$ cat src/rtl/isq_dispatch.sv
// isq_dispatch: write-side driver of the issue queue.
// Takes one renamed micro-op per cycle from rename/dispatch, computes its
// operand sleep bits from a physical-register busy table, and drives the
// queue's write port. It keeps a shadow copy of slot occupancy and sleep
// state so it can turn writebacks into per-slot wake pulses.
module isq_dispatch #(
  parameter int ISSUE_QUEUE_DEPTH = 8,
  parameter int DATA_WIDTH        = 248,
  parameter int PREG_NUM          = 64,
  parameter int IDX_W             = $clog2(ISSUE_QUEUE_DEPTH)
) (
  input  logic                  clock,
  input  logic                  reset_n,
  input  logic                  disp_valid,
  output logic                  disp_ready,
  input  logic [DATA_WIDTH-1:0] disp_data,
  input  logic                  wb_valid,
  input  logic [5:0]            wb_prd,
  input  logic                  iq_issue_valid,
  input  logic [IDX_W-1:0]      iq_issue_index,
  output logic [DATA_WIDTH-1:0] write_data,
  output logic                  write_sleep_rs1,
  output logic                  write_sleep_rs2,
  output logic                  write_enable,
  output logic [IDX_W-1:0]      wake_rs1_index,
  output logic                  wake_rs1_enable,
  output logic [IDX_W-1:0]      wake_rs2_index,
  output logic                  wake_rs2_enable,
  output logic [IDX_W:0]        free_count
);

  localparam int DEPTH = ISSUE_QUEUE_DEPTH;

  // Micro-op field positions inside the packed dispatch word.
  localparam int PRD_LSB     = 124;
  localparam int NEED_WB_BIT = 117;
  localparam int PRS1_LSB    = 111;
  localparam int PRS2_LSB    = 105;
  localparam int SRC1_REG    = 104;
  localparam int SRC2_REG    = 103;

  // Returns {found, index} of the lowest set bit of a slot vector.
  function automatic logic [IDX_W:0] lowest_set(input logic [DEPTH-1:0] vec);
    logic [IDX_W:0] r;
    r = '0;
    for (int i = DEPTH - 1; i >= 0; i--) begin
      if (vec[i]) r = {1'b1, IDX_W'(i)};
    end
    return r;
  endfunction

  // Architectural state.
  logic [PREG_NUM-1:0] busy;
  logic [DEPTH-1:0]    slot_valid;
  logic [DEPTH-1:0]    slot_sleep1;
  logic [DEPTH-1:0]    slot_sleep2;
  logic [DEPTH-1:0]    pend1;
  logic [DEPTH-1:0]    pend2;
  logic [5:0]          slot_prs1 [DEPTH];
  logic [5:0]          slot_prs2 [DEPTH];

  // Decoded micro-op fields.
  logic [5:0] uop_prd;
  logic       uop_need_wb;
  logic [5:0] uop_prs1;
  logic [5:0] uop_prs2;
  logic       uop_src1_reg;
  logic       uop_src2_reg;

  assign uop_prd      = disp_data[PRD_LSB +: 6];
  assign uop_need_wb  = disp_data[NEED_WB_BIT];
  assign uop_prs1     = disp_data[PRS1_LSB +: 6];
  assign uop_prs2     = disp_data[PRS2_LSB +: 6];
  assign uop_src1_reg = disp_data[SRC1_REG];
  assign uop_src2_reg = disp_data[SRC2_REG];

  // Allocation and acceptance.
  logic [IDX_W:0]   alloc_sel;
  logic             alloc_found;
  logic [IDX_W-1:0] alloc_idx;
  logic             accept;
  logic             new_sleep1;
  logic             new_sleep2;
  logic             set_busy;

  assign alloc_sel   = lowest_set(~slot_valid);
  assign alloc_found = alloc_sel[IDX_W];
  assign alloc_idx   = alloc_sel[IDX_W-1:0];
  assign disp_ready  = alloc_found;
  assign accept      = disp_valid & disp_ready;
  assign set_busy    = accept & uop_need_wb & (uop_prd != 6'd0);

  // A writeback landing in the acceptance cycle bypasses the busy table.
  assign new_sleep1 = uop_src1_reg & busy[uop_prs1] & ~(wb_valid && (wb_prd == uop_prs1));
  assign new_sleep2 = uop_src2_reg & busy[uop_prs2] & ~(wb_valid && (wb_prd == uop_prs2));

  // Wake arbitration over the registered pending sets.
  logic [DEPTH-1:0] issue_mask;
  logic [DEPTH-1:0] alloc_mask;
  logic [DEPTH-1:0] wb_match1;
  logic [DEPTH-1:0] wb_match2;
  logic [DEPTH-1:0] grant1_mask;
  logic [DEPTH-1:0] grant2_mask;
  logic [IDX_W:0]   grant1_sel;
  logic [IDX_W:0]   grant2_sel;

  // A slot being issued this cycle no longer needs a wake, so it is not a candidate.
  assign grant1_sel = lowest_set(pend1 & ~issue_mask);
  assign grant2_sel = lowest_set(pend2 & ~issue_mask);

  // Per-slot one-hot masks for issue, allocation, grants and writeback matches.
  always_comb begin
    issue_mask  = '0;
    alloc_mask  = '0;
    grant1_mask = '0;
    grant2_mask = '0;
    wb_match1   = '0;
    wb_match2   = '0;
    for (int i = 0; i < DEPTH; i++) begin
      issue_mask[i]  = iq_issue_valid && (iq_issue_index == IDX_W'(i));
      alloc_mask[i]  = accept && (alloc_idx == IDX_W'(i));
      grant1_mask[i] = grant1_sel[IDX_W] && (grant1_sel[IDX_W-1:0] == IDX_W'(i));
      grant2_mask[i] = grant2_sel[IDX_W] && (grant2_sel[IDX_W-1:0] == IDX_W'(i));
      wb_match1[i]   = wb_valid && slot_valid[i] && slot_sleep1[i] && (slot_prs1[i] == wb_prd);
      wb_match2[i]   = wb_valid && slot_valid[i] && slot_sleep2[i] && (slot_prs2[i] == wb_prd);
    end
  end

  // Count of free shadow slots, derived from registered occupancy.
  always_comb begin
    free_count = '0;
    for (int i = 0; i < DEPTH; i++) begin
      if (!slot_valid[i]) free_count = free_count + (IDX_W + 1)'(1);
    end
  end

  // Busy table: writeback clears, a producing dispatch sets, and set wins a tie.
  always_ff @(posedge clock or negedge reset_n) begin
    if (!reset_n) begin
      busy <= '0;
    end else begin
      if (wb_valid) busy[wb_prd] <= 1'b0;
      if (set_busy) busy[uop_prd] <= 1'b1;
    end
  end

  // Shadow slot occupancy, source tags and sleep state.
  always_ff @(posedge clock or negedge reset_n) begin
    if (!reset_n) begin
      slot_valid  <= '0;
      slot_sleep1 <= '0;
      slot_sleep2 <= '0;
      for (int i = 0; i < DEPTH; i++) begin
        slot_prs1[i] <= '0;
        slot_prs2[i] <= '0;
      end
    end else begin
      for (int i = 0; i < DEPTH; i++) begin
        if (alloc_mask[i]) begin
          slot_valid[i]  <= 1'b1;
          slot_sleep1[i] <= new_sleep1;
          slot_sleep2[i] <= new_sleep2;
          slot_prs1[i]   <= uop_prs1;
          slot_prs2[i]   <= uop_prs2;
        end else if (issue_mask[i]) begin
          slot_valid[i]  <= 1'b0;
          slot_sleep1[i] <= 1'b0;
          slot_sleep2[i] <= 1'b0;
        end else begin
          if (wb_match1[i]) slot_sleep1[i] <= 1'b0;
          if (wb_match2[i]) slot_sleep2[i] <= 1'b0;
        end
      end
    end
  end

  // Pending wakes: set on a matching writeback, cleared by grant, issue or reallocation.
  always_ff @(posedge clock or negedge reset_n) begin
    if (!reset_n) begin
      pend1 <= '0;
      pend2 <= '0;
    end else begin
      pend1 <= ((pend1 & ~grant1_mask) | wb_match1) & ~issue_mask & ~alloc_mask;
      pend2 <= ((pend2 & ~grant2_mask) | wb_match2) & ~issue_mask & ~alloc_mask;
    end
  end

  // Registered write port toward the issue queue; one pulse per accepted micro-op.
  always_ff @(posedge clock or negedge reset_n) begin
    if (!reset_n) begin
      write_data      <= '0;
      write_sleep_rs1 <= 1'b0;
      write_sleep_rs2 <= 1'b0;
      write_enable    <= 1'b0;
    end else begin
      write_enable    <= accept;
      write_sleep_rs1 <= accept & new_sleep1;
      write_sleep_rs2 <= accept & new_sleep2;
      if (accept) write_data <= disp_data;
    end
  end

  // Registered single-cycle wake pulses, one per source per cycle.
  always_ff @(posedge clock or negedge reset_n) begin
    if (!reset_n) begin
      wake_rs1_enable <= 1'b0;
      wake_rs1_index  <= '0;
      wake_rs2_enable <= 1'b0;
      wake_rs2_index  <= '0;
    end else begin
      wake_rs1_enable <= grant1_sel[IDX_W];
      wake_rs1_index  <= grant1_sel[IDX_W] ? grant1_sel[IDX_W-1:0] : '0;
      wake_rs2_enable <= grant2_sel[IDX_W];
      wake_rs2_index  <= grant2_sel[IDX_W] ? grant2_sel[IDX_W-1:0] : '0;
    end
  end

endmodule

$ cat config.mk
export PLATFORM = sky130hd
export DESIGN_NAME = isq_dispatch
export DESIGN_NICKNAME = d
export VERILOG_FILES = /design/src/rtl/isq_dispatch.sv
export SDC_FILE = /design/constraint.sdc
export NUM_CORES = 1
export LEC_CHECK = 0
export ABC_AREA = 1
export BUFFER_PORTS_ARGS = -buffer_cell sky130_fd_sc_hd__buf_2
export CELL_PAD_IN_SITES_DETAIL_PLACEMENT = 1
export CELL_PAD_IN_SITES_GLOBAL_PLACEMENT = 1
export CORE_UTILIZATION = 44
export CTS_BUF_LIST = sky130_fd_sc_hd__clkbuf_4
export CTS_CLUSTER_SIZE = 28
export DETAILED_ROUTE_END_ITERATION = 6
export PLACE_DENSITY_LB_ADDON = 0.1
export SYNTH_ARGS = -nofsm -noshare
export SYNTH_HDL_FRONTEND = slang
export SYNTH_SLANG_ARGS = --single-unit
$ cat constraint.sdc
create_clock -name clock -period 11.8 [get_ports clock]
set_clock_uncertainty 0.15 [all_clocks]
set_input_delay 2.36 -clock clock [delete_from_list [all_inputs] [get_ports clock]]
set_output_delay 2.36 -clock clock [all_outputs]
set_load 0.005 [all_outputs]
==> results of run 1 <==
## placed cells by master, fill, tap and decap left out, types with 2 or more instances in the layout
cell and instances:
nor2_2 3, a31oi_2 2, o31ai_1 3, xor2_1 37, o22ai_1 8, buf_2 524
nor2_4 6, nand3_1 161, nand2_4 4, clkinv_1 18, o21ai_0 184, o21ai_2 8
a22o_1 2, nor3_2 2, nor3_1 32, nand2_2 9, diode_2 20, nand2_1 1161
nor2_1 52, a21oi_1 23, o21ai_1 66, clkbuf_4 193, inv_2 16, inv_1 117
o211ai_1 5, a21boi_0 2, xnor2_1 32, nand3b_1 2, clkinvlp_4 6, bufinv_16 5
and3_1 2, buf_4 11, ha_1 7, nand4_1 22, dfrtp_1 459, nor4_1 14
or2_2 12
## power breakdown
group          switching, uW  internal (uW)  leakage, uW  total, uW
sequential               210           1840      0.00581       2050
combinational            893            546      0.00706       1440
clock                    733            854     0.000993       1590
## kinds of logic (layout without fill, tap and decap cells)
group | count (synthesis) | in the layout | share of synthesized area
AO/OA/AOI/OAI | 307 | 307 | 0.07750
XOR/XNOR | 69 | 69 | 0.02857
adder cells (fa/ha/maj) | 7 | 7 | 0.004141
buffers and inverters | 263 | 893 | 0.05875
flip-flops | 459 | 459 | 0.5431
other | 0 | 20 | 0
AND/OR/NAND/NOR | 1485 | 1485 | 0.2879
## sequential cells by signal, indices dropped and copies added, names as in the netlist
register         cells
write_sleep_rs1      1
slot_sleep2          8
wake_rs2_index       3
slot_sleep1          8
wake_rs1_enable      1
pend1                8
slot_valid           8
write_data         248
write_sleep_rs2      1
wake_rs2_enable      1
wake_rs1_index       3
busy                64
write_enable         1
slot_prs2           48
pend2                8
slot_prs1           48
## per-stage QoR
stage,cell area (um2),setup WS [ns],util,hold slack (ns)
final,25690,4.252,0.5472,0.3208
after global routing,25680,3.804,0.5470,0.3482
after CTS,25640,4.168,0.5461,0.3274
after detailed placement,23930,5.252,0.5096,0.3112
after global placement,23930,5.408,0.5096,0.3073
after floorplan,21150,5.724,-,0.3173
## worst paths after layout
| check | to | cells after the start | startpoint |
|---|---|---|---|
| max | free_count[1] | 24 | slot_valid[0]$_DFFE_PN0P_ |
| min | write_data[219]$_DFFE_PN0P_ | 2 | write_data[219]$_DFFE_PN0P_ |
| max reg2reg | busy[62]$_DFF_PN0_ | 9 | slot_valid[4]$_DFFE_PN0P_ |
| min reg2reg | write_data[219]$_DFFE_PN0P_ | 2 | write_data[219]$_DFFE_PN0P_ |
| max in group asynchronous | write_data[12]$_DFFE_PN0P_ | 3 | reset_n |
| min in group asynchronous | slot_prs1[33]$_DFFE_PN0P_ | 1 | reset_n |
## metal layers
layer  vias up  track usage  part of all wire
li1       9406            -                 -
met1     10454       0.4549              0.38
met2       970       0.5949              0.47
met3       284       0.1133             0.090
met4        24       0.2326             0.061
met5         -            0            0.0018
## critical path, stage by stage, from the launching register on
cell and delay (ns):
dfrtp_1 0.43, inv_1 0.08, ha_1 0.33, inv_1 0.06
nand2_1 0.06, nand2_1 0.10, inv_1 0.05, ha_1 0.27
nand2_1 0.09, nand2_1 0.08, ha_1 0.28, or2_2 0.28
nand2_1 0.11, inv_1 0.05, ha_1 0.29, nand2_1 0.09
nand2_1 0.08, ha_1 0.28, or2_2 0.28, nand2_1 0.10
inv_1 0.06, ha_1 0.29, nand2_1 0.07, o21ai_0 0.07
buf_2 0.13
## layout make-up
cell class / count / share of cell area
repair buffers: 537 / 0.1067
clock buffers: 193 / 0.05640
multi-input cells: 1868 / 0.3283
flip-flops and latches: 459 / 0.4471
inverters: 134 / 0.01977
diodes: 20 / 0.001948
well taps: 607 / 0.02956
clock inverters: 29 / 0.01023
==> qor.csv, run 1 <==
stage,metric,value,unit
final_layout,regArea,11490,um2
clock_network,clk_path_buf_depth,3,
pwr,power_density,197.4,nW/um2
synth,synth_common_cells,"nand2_1 (1161), dfrtp_1 (459), o21ai_0 (184), nand3_1 (161), inv_1 (117)",
setup_path,critPathArrivalTime,5.04,ns
synth,ys.flop_type,dfrtp_1,
setup_path,r2r_slack,7.98,ns
final_layout,nNetsFinal,3401,
final_layout,drive_above_1_share,0.2509,
sta,period_needed,7.548,ns
global_route,grt_pass1_vias,21914,
place,place_congestion,1.013,
worst_hold_path,hold_class,reg -> reg,
sta,finalSetupTns,0,ns
die,core,46950,um2
setup_path,critPathLaunchType,flop,
clock_network,cts_made_buffers,132,
synth,synthesis.area,21150,um2
clock_network,cts_resized,0,
synth,yosysWarnings,0,
pwr,p_leak,0.01387,uW
final_layout,multi_input_comb_area,8434,um2
synth,post-synth-top-area-cell,dfrtp_1,
route,routedWlPerCell,23.83,um
synth,ys_ff_latch,459,
route,drt_pass1_iterations,7,
die,std_cell_rows,79,
outcome,status,finished clean,
place,dp_cells,3605,
place,hpwl,65670,um
setup_path,cp-end-kind,primary output,
synth,synth_top_area_frac,0.5431,
die,top_level_ports,526,
synth,synth_area_per_cell,8.166,um2
setup_path,crit_type,reg -> out,
final_layout,layout.cells.non_filler,3847,
synth,synth-async-reset-ratio,1.000,
sta,finalSetupViolCount,0,
run,drv_cap,0,
setup_path,cp_max_fo,6,
synth,syn_nets,2859,
route,drt_iter0_markers,1640,
sta,maxSlewHeadroom,0.2665,
clock_network,cts-root-buf,clkbuf_4,
clock_network,cts_hold_buf,0,
synth,synth_cell_types,42,
synth,synth_edf_count,0,
route,route.detailed.drc,0,
setup_path,worstPathRequired,9.29,ns
sta,finalHoldViolCount,0,
final_layout,syn_to_final_growth,21.47,%
place,place.port_buffers,525,
clock_network,cts_max_level,4,
sta,rsz0062_at_grt,no,
clock_network,clkTransAtPathRegs,0.06,ns
route,vias_per_cell,5.495,
die,die_area,48950,um2
global_route,grt_usage,0.3776,
sta,maxSlewViolCount,0,
sta,clock.fmax,132.5,MHz
route,wl,91660,um
die,start_util,0.4504,
clock_network,cts_tree,done,
pwr,power,5072,uW
die,die_w,221.2,um
clock_network,clock_latency,1.04,ns
sta,period_share,0.6397,
synth,synth.most_common_cell,nand2_1,
synth,ys_seq_area_frac,0.5431,
clock_network,cts_setup_buffers,0,
clock_network,cts_sinks,459,
synth,synthCells,2590,
global_route,grt_pass1_wl,137200,um
route,postRouteAntennaNets,0,
pwr,vdd_drop_max,0.1142,mV
sta,tightest_slew,1.099,ns
global_route,grt_max_degree,139,
global_route,grt_overflow,0,
synth,synth_area_leaders,"dfrtp_1 (54%), nand2_1 (21%), o21ai_0 (4.4%)",
route,num_vias,21138,
die,die-height,221.2,um
global_route,antenna_found_initial,27,
final_layout,fillerInstances,5998,
(Power assumes the default switching activity.)
==> run 2: changes to the inputs <==
- CORE_UTILIZATION: 44 -> 36
- clock period: 11.8 -> 6.7 ns (I/O delays scaled with it)
==> qor.csv, run 2 (synthesized netlist as in run 1, its figures left out) <==
stage,metric,value,unit
pwr,p_leak,0.01385,uW
setup_path,endpoint,free_count[1],
final_layout,largest_reg_flops,248,
die,die_area,59720,um2
route,num_vias,20601,
die,start_util,0.3652,
setup_path,worstSetupStartpoint,slot_valid[0]$_DFFE_PN0P_,
global_route,grt_overflow,0,
final_layout,layout_commonest_cell,nand2_1,
setup_path,crit_type,reg -> out,
die,die_w,244.4,um
route,wl,91440,um
clock_network,clk_path_buf_depth,3,
setup_path,r2r_slack,3.13,ns
setup_path,critPathArrivalTime,4.81,ns
setup_path,crit-reg2reg-launch,slot_valid[4]$_DFFE_PN0P_,
global_route,grt_usage,0.3065,
sta,finalSetupTns,0,ns
final_layout,syn_to_final_growth,22.25,%
route,vias_per_cell,5.161,
clock_network,cts_made_buffers,133,
route,routedWlPerCell,22.91,um
place,dp_cells,3762,
final_layout,drive_above_1_share,0.2516,
run,drv_cap,0,
final_layout,multi_input_comb_area,8449,um2
final_layout,final_cell_area,25850,um2
clock_network,cts_max_level,4,
clock_network,clkTransAtPathRegs,0.06,ns
final_layout,fillerInstances,7298,
pwr,vdd_drop_max,0.4813,mV
setup_path,critPathLaunchType,flop,
setup_path,cp_max_fo,5,
sta,clock.fmax,158.7,MHz
sta,tightest_slew,1.207,ns
place,place_congestion,0.9226,
final_layout,reg_top3,"write_data: 248 flops, busy: 64 flops",
setup_path,worstPathRequired,5.21,ns
route,drt_iter0_markers,1281,
place,hpwl,65240,um
place,place.port_buffers,525,
sta,finalSetupViolCount,0,
sta,maxSlewHeadroom,0.1921,
final_layout,regMostFlops,write_data,
clock_network,cts-root-buf,clkbuf_4,
global_route,grt_max_degree,215,
final_layout,regArea,11490,um2
outcome,status,finished clean,
final_layout,most-common-layout-cells,"nand2_1 (1160), buf_2 (524), dfrtp_1 (458)",
sta,rsz0062_at_grt,no,
route,postRouteAntennaNets,0,
setup_path,reg2reg_depth,9,
clock_network,cts_tree,done,
clock_network,clock_latency,0.96,ns
setup_path,r2r_end,busy[38]$_DFF_PN0_,
sta,setup_ws,0.3988,ns
setup_path,cp-end-kind,primary output,
die,core,57920,um2
pwr,power_density,342.2,nW/um2
die,die-height,244.4,um
place,pre_cts_slack,1.184,ns
die,std_cell_rows,88,
sta,period_needed,6.301,ns
place,place_area,24140,um2
die,top_level_ports,526,
global_route,antenna_found_initial,31,
clock_network,cts_sinks,459,
sta,period_share,0.9405,
route,drt_pass1_iterations,5,
final_layout,nNetsFinal,3403,
worst_hold_path,hold_class,in -> async,
sta,finalHoldViolCount,0,
sta,maxSlewViolCount,0,
global_route,grt_pass1_vias,21601,
route,route.detailed.drc,0,
global_route,grt_pass1_wl,135700,um
final_layout,layout.cells.non_filler,3992,
==> run 2: cell types whose count changed in the layout (fill, tap and decap cells not counted), moves of 2 or more <==
cell      previous run  this run
inv_1              117       115
clkinv_2             0         3
clkinv_4             0         4
buf_12               1         3
diode_2             20        12
clkbuf_4           193       183
==> run 2: worst min-delay path by stage <==
stage	startpoint	to	cells past startpoint
finish	reset_n	slot_prs2[43]$_DFFE_PN0P_	1
floorplan	slot_prs1[15]$_DFFE_PN0P_	slot_prs1[15]$_DFFE_PN0P_	2
global placement	write_data[148]$_DFFE_PN0P_	write_data[148]$_DFFE_PN0P_	2
detailed placement	write_data[48]$_DFFE_PN0P_	write_data[48]$_DFFE_PN0P_	2
CTS	reset_n	slot_prs2[43]$_DFFE_PN0P_	1
global route	reset_n	slot_prs2[42]$_DFFE_PN0P_	1
==> run 2: area by class of cell <==
cell class,instances,area share
Sequential cell,459,0.4443
Multi-Input combinational cell,1868,0.3268
Timing Repair Buffer,538,0.1072
Clock buffer,183,0.05314
Tap cell,765,0.03702
Inverter,134,0.01965
Clock inverter,33,0.01069
Antenna cell,12,0.001161
==> run 2: repair_timing <==
action                                  in CTS  in global routing
resized for setup                            0                  6
endpoints found under the setup margin       0                  3
endpoints found under the hold margin        0                  0
hold buffers                                 0                  0
buffers inserted                             0                  2
==> run 2: metrics by stage <==
step / utilization / hold WS (ns) / total power [uW]
CTS: 0.4454 / 0.1836 / 8907
detailed placement: 0.4169 / 0.3094 / 6152
floorplan: - / 0.3173 / 5172
finish: 0.4464 / 0.2364 / 8848
global placement: 0.4169 / 0.3064 / 6014
global route: 0.4463 / 0.2307 / 9479
==> run 2: power by group <==
part | switching (uW) | total (uW) | leakage [uW] | internal [uW]
Clock | 1290 | 2710 | 0.000960 | 1420
Sequential | 369 | 3600 | 0.00581 | 3240
Combinational | 1550 | 2530 | 0.00708 | 983
Total | 3210 | 8850 | 0.0138 | 5630
==> run 2: critical path, stage by stage (launching register included) <==
cell and delay (ns):
dfrtp_2 0.43, inv_2 0.09, ha_4 0.21, inv_1 0.05, nand2_1 0.05, nand2_1 0.09, inv_1 0.04, ha_1 0.27
nand2_1 0.09, nand2_1 0.08, ha_1 0.28, or2_2 0.29, nand2_2 0.09, inv_1 0.05, ha_1 0.29, nand2_1 0.09
nand2_1 0.08, ha_1 0.28, or2_2 0.27, nand2_1 0.10, inv_1 0.07, ha_1 0.30, nand2_1 0.06, o21ai_0 0.07
buf_2 0.13
==> run 2: metal layers <==
metal / wire length, um / global-route usage / vias up
met3: 6162 / 0.08396 / 204
met2: 43560 / 0.4920 / 734
met4: 3943 / 0.1533 / 22
met1: 37640 / 0.3789 / 10231
met5: 136 / 0 / -
li1: - / - / 9410
==> run 3: changes to the inputs <==
- RECOVER_POWER: not set -> 50
==> qor.csv, run 3 (synthesized netlist as in run 1, its figures left out) <==
stage,metric,value,unit
outcome,status,finished with violations,
outcome,violations,"max-capacitance violations, max-slew violations",
setup_path,worstPathRequired,5.21,ns
route,drt_iter0_markers,1275,
route,routedWlPerCell,22.87,um
die,core,57920,um2
die,std_cell_rows,88,
clock_network,cts_sinks,459,
setup_path,critPathLaunchType,flop,
final_layout,syn_to_final_growth,21.32,%
sta,tightest_slew,4.226,ns
final_layout,most-common-layout-cells,"nand2_1 (1170), buf_2 (521), dfrtp_1 (458)",
global_route,grt_pass1_wl,135700,um
place,place_area,24140,um2
final_layout,regMostFlops,write_data,
global_route,grt_overflow,0,
global_route,grt_usage,0.3065,
final_layout,regArea,11490,um2
pwr,power,8795,uW
final_layout,final_cell_area,25660,um2
setup_path,cp_max_fo,5,
pwr,p_leak,0.01375,uW
final_layout,largest_reg_flops,248,
sta,rsz0062_at_grt,no,
die,top_level_ports,526,
die,die_w,244.4,um
die,die-height,244.4,um
place,pre_cts_slack,1.184,ns
global_route,grt_pass1_vias,21601,
final_layout,nNetsFinal,3403,
sta,finalSetupViolCount,0,
global_route,grt_max_degree,215,
clock_network,cts_hold_buf,0,
pwr,power_density,342.8,nW/um2
route,wl,91270,um
route,route.detailed.drc,0,
sta,clock.fmax,158.8,MHz
die,die_area,59720,um2
route,vias_per_cell,5.150,
route,num_vias,20553,
route,drt_pass1_iterations,5,
sta,maxSlewHeadroom,-1.817,
final_layout,utilization,0.4430,
pwr,vdd_drop_max,0.4812,mV
run,drv_cap,6,
sta,period_needed,6.299,ns
place,place_congestion,0.9226,
clock_network,cts_made_buffers,133,
clock_network,clock_latency,0.96,ns
sta,period_share,0.9401,
clock_network,cts_max_level,4,
setup_path,crit_type,reg -> out,
final_layout,reg_top3,"write_data: 248 flops, busy: 64 flops",
place,place.port_buffers,525,
die,start_util,0.3652,
clock_network,clk_path_buf_depth,3,
final_layout,multi_input_comb_area,8308,um2
clock_network,cts_tree,done,
sta,finalSetupTns,0,ns
worst_hold_path,hold_class,in -> async,
route,postRouteAntennaNets,0,
sta,setup_ws,0.4011,ns
clock_network,clkTransAtPathRegs,0.06,ns
setup_path,cp-end-kind,primary output,
sta,finalHoldViolCount,0,
place,hpwl,65240,um
final_layout,drive_above_1_share,0.2395,
setup_path,critPathArrivalTime,4.81,ns
global_route,antenna_found_initial,31,
final_layout,fillerInstances,7314,
sta,maxSlewViolCount,650,
final_layout,layout_commonest_cell,nand2_1,
clock_network,cts-root-buf,clkbuf_4,
## run 3: changes by cell type in the layout (fill, tap and decap cells not counted), moves of 6 or more
cell     before   now
o21ai_2       8     1
nor2_1       52    60
nand2_1    1160  1170
o21ai_0     183   230
nand2_2      10     4
o21ai_1      67    27
inv_1       115   122
inv_2        17    10
## run 3: final timing paths
check,from,to,slack [ns],depth (start not counted)
hold / removal,reset_n,slot_prs2[43]$_DFFE_PN0P_,0.24,1
setup / recovery,slot_valid[0]$_DFFE_PN0P_,free_count[1],0.40,24
max in group asynchronous,reset_n,write_data[126]$_DFFE_PN0P_,1.58,2
hold reg to reg,write_data[66]$_DFFE_PN0P_,write_data[66]$_DFFE_PN0P_,0.33,2
setup reg to reg,slot_valid[5]$_DFFE_PN0P_,write_data[112]$_DFFE_PN0P_,0.70,6
min in group clock,write_data[66]$_DFFE_PN0P_,write_data[66]$_DFFE_PN0P_,0.33,2
## run 3: layout make-up
cell class              instances  area share
flip-flops and latches        459      0.4477
clock buffers                 183     0.05355
clock inverters                33     0.01078
repair buffers                538      0.1060
diodes                         11    0.001073
inverters                     134     0.01980
multi-input cells            1868      0.3238
well taps                     765     0.03731
## run 3: critical path, cell delays in order (launching register included)
cell and delay (ns):
dfrtp_2 0.43, inv_2 0.09, ha_4 0.21, inv_1 0.05
nand2_1 0.05, nand2_1 0.09, inv_1 0.04, ha_1 0.27
nand2_1 0.09, nand2_1 0.08, ha_1 0.28, or2_2 0.29
nand2_2 0.09, inv_1 0.05, ha_1 0.29, nand2_1 0.09
nand2_1 0.08, ha_1 0.28, or2_2 0.27, nand2_1 0.10
inv_1 0.07, ha_1 0.30, nand2_1 0.06, o21ai_0 0.07
buf_2 0.13
## run 3: per-layer routing
layer | up-vias | GRT usage | wire (um)
met1 | 10199 | 0.3789 | 37830
met4 | 22 | 0.1533 | 4091
met5 | - | 0 | 136
met3 | 209 | 0.08396 | 5973
met2 | 719 | 0.4920 | 43240
li1 | 9404 | - | -
## run 3: report_power, final
part,total [uW],switching [uW],internal [uW],leakage (uW)
combinational,2480,1520,965,0.00698
sequential,3610,369,3240,0.00581
clock,2710,1290,1420,0.000960
## run 3: stage by stage
| step | hold slack [ns] | instances |
|---|---|---|
| 2_1_floorplan | 0.3173 | 2590 |
| 3_3_place_gp | 0.3064 | 3762 |
| 3_5_place_dp | 0.3094 | 3762 |
| 4_1_cts | 0.1836 | 3978 |
| 5_1_grt | 0.2211 | 3990 |
| 6_report | 0.2352 | 3991 |
## run 3: timing repair
action,CTS,global route
buffers inserted,0,2
resized for setup,0,6
setup endpoints to repair,0,3
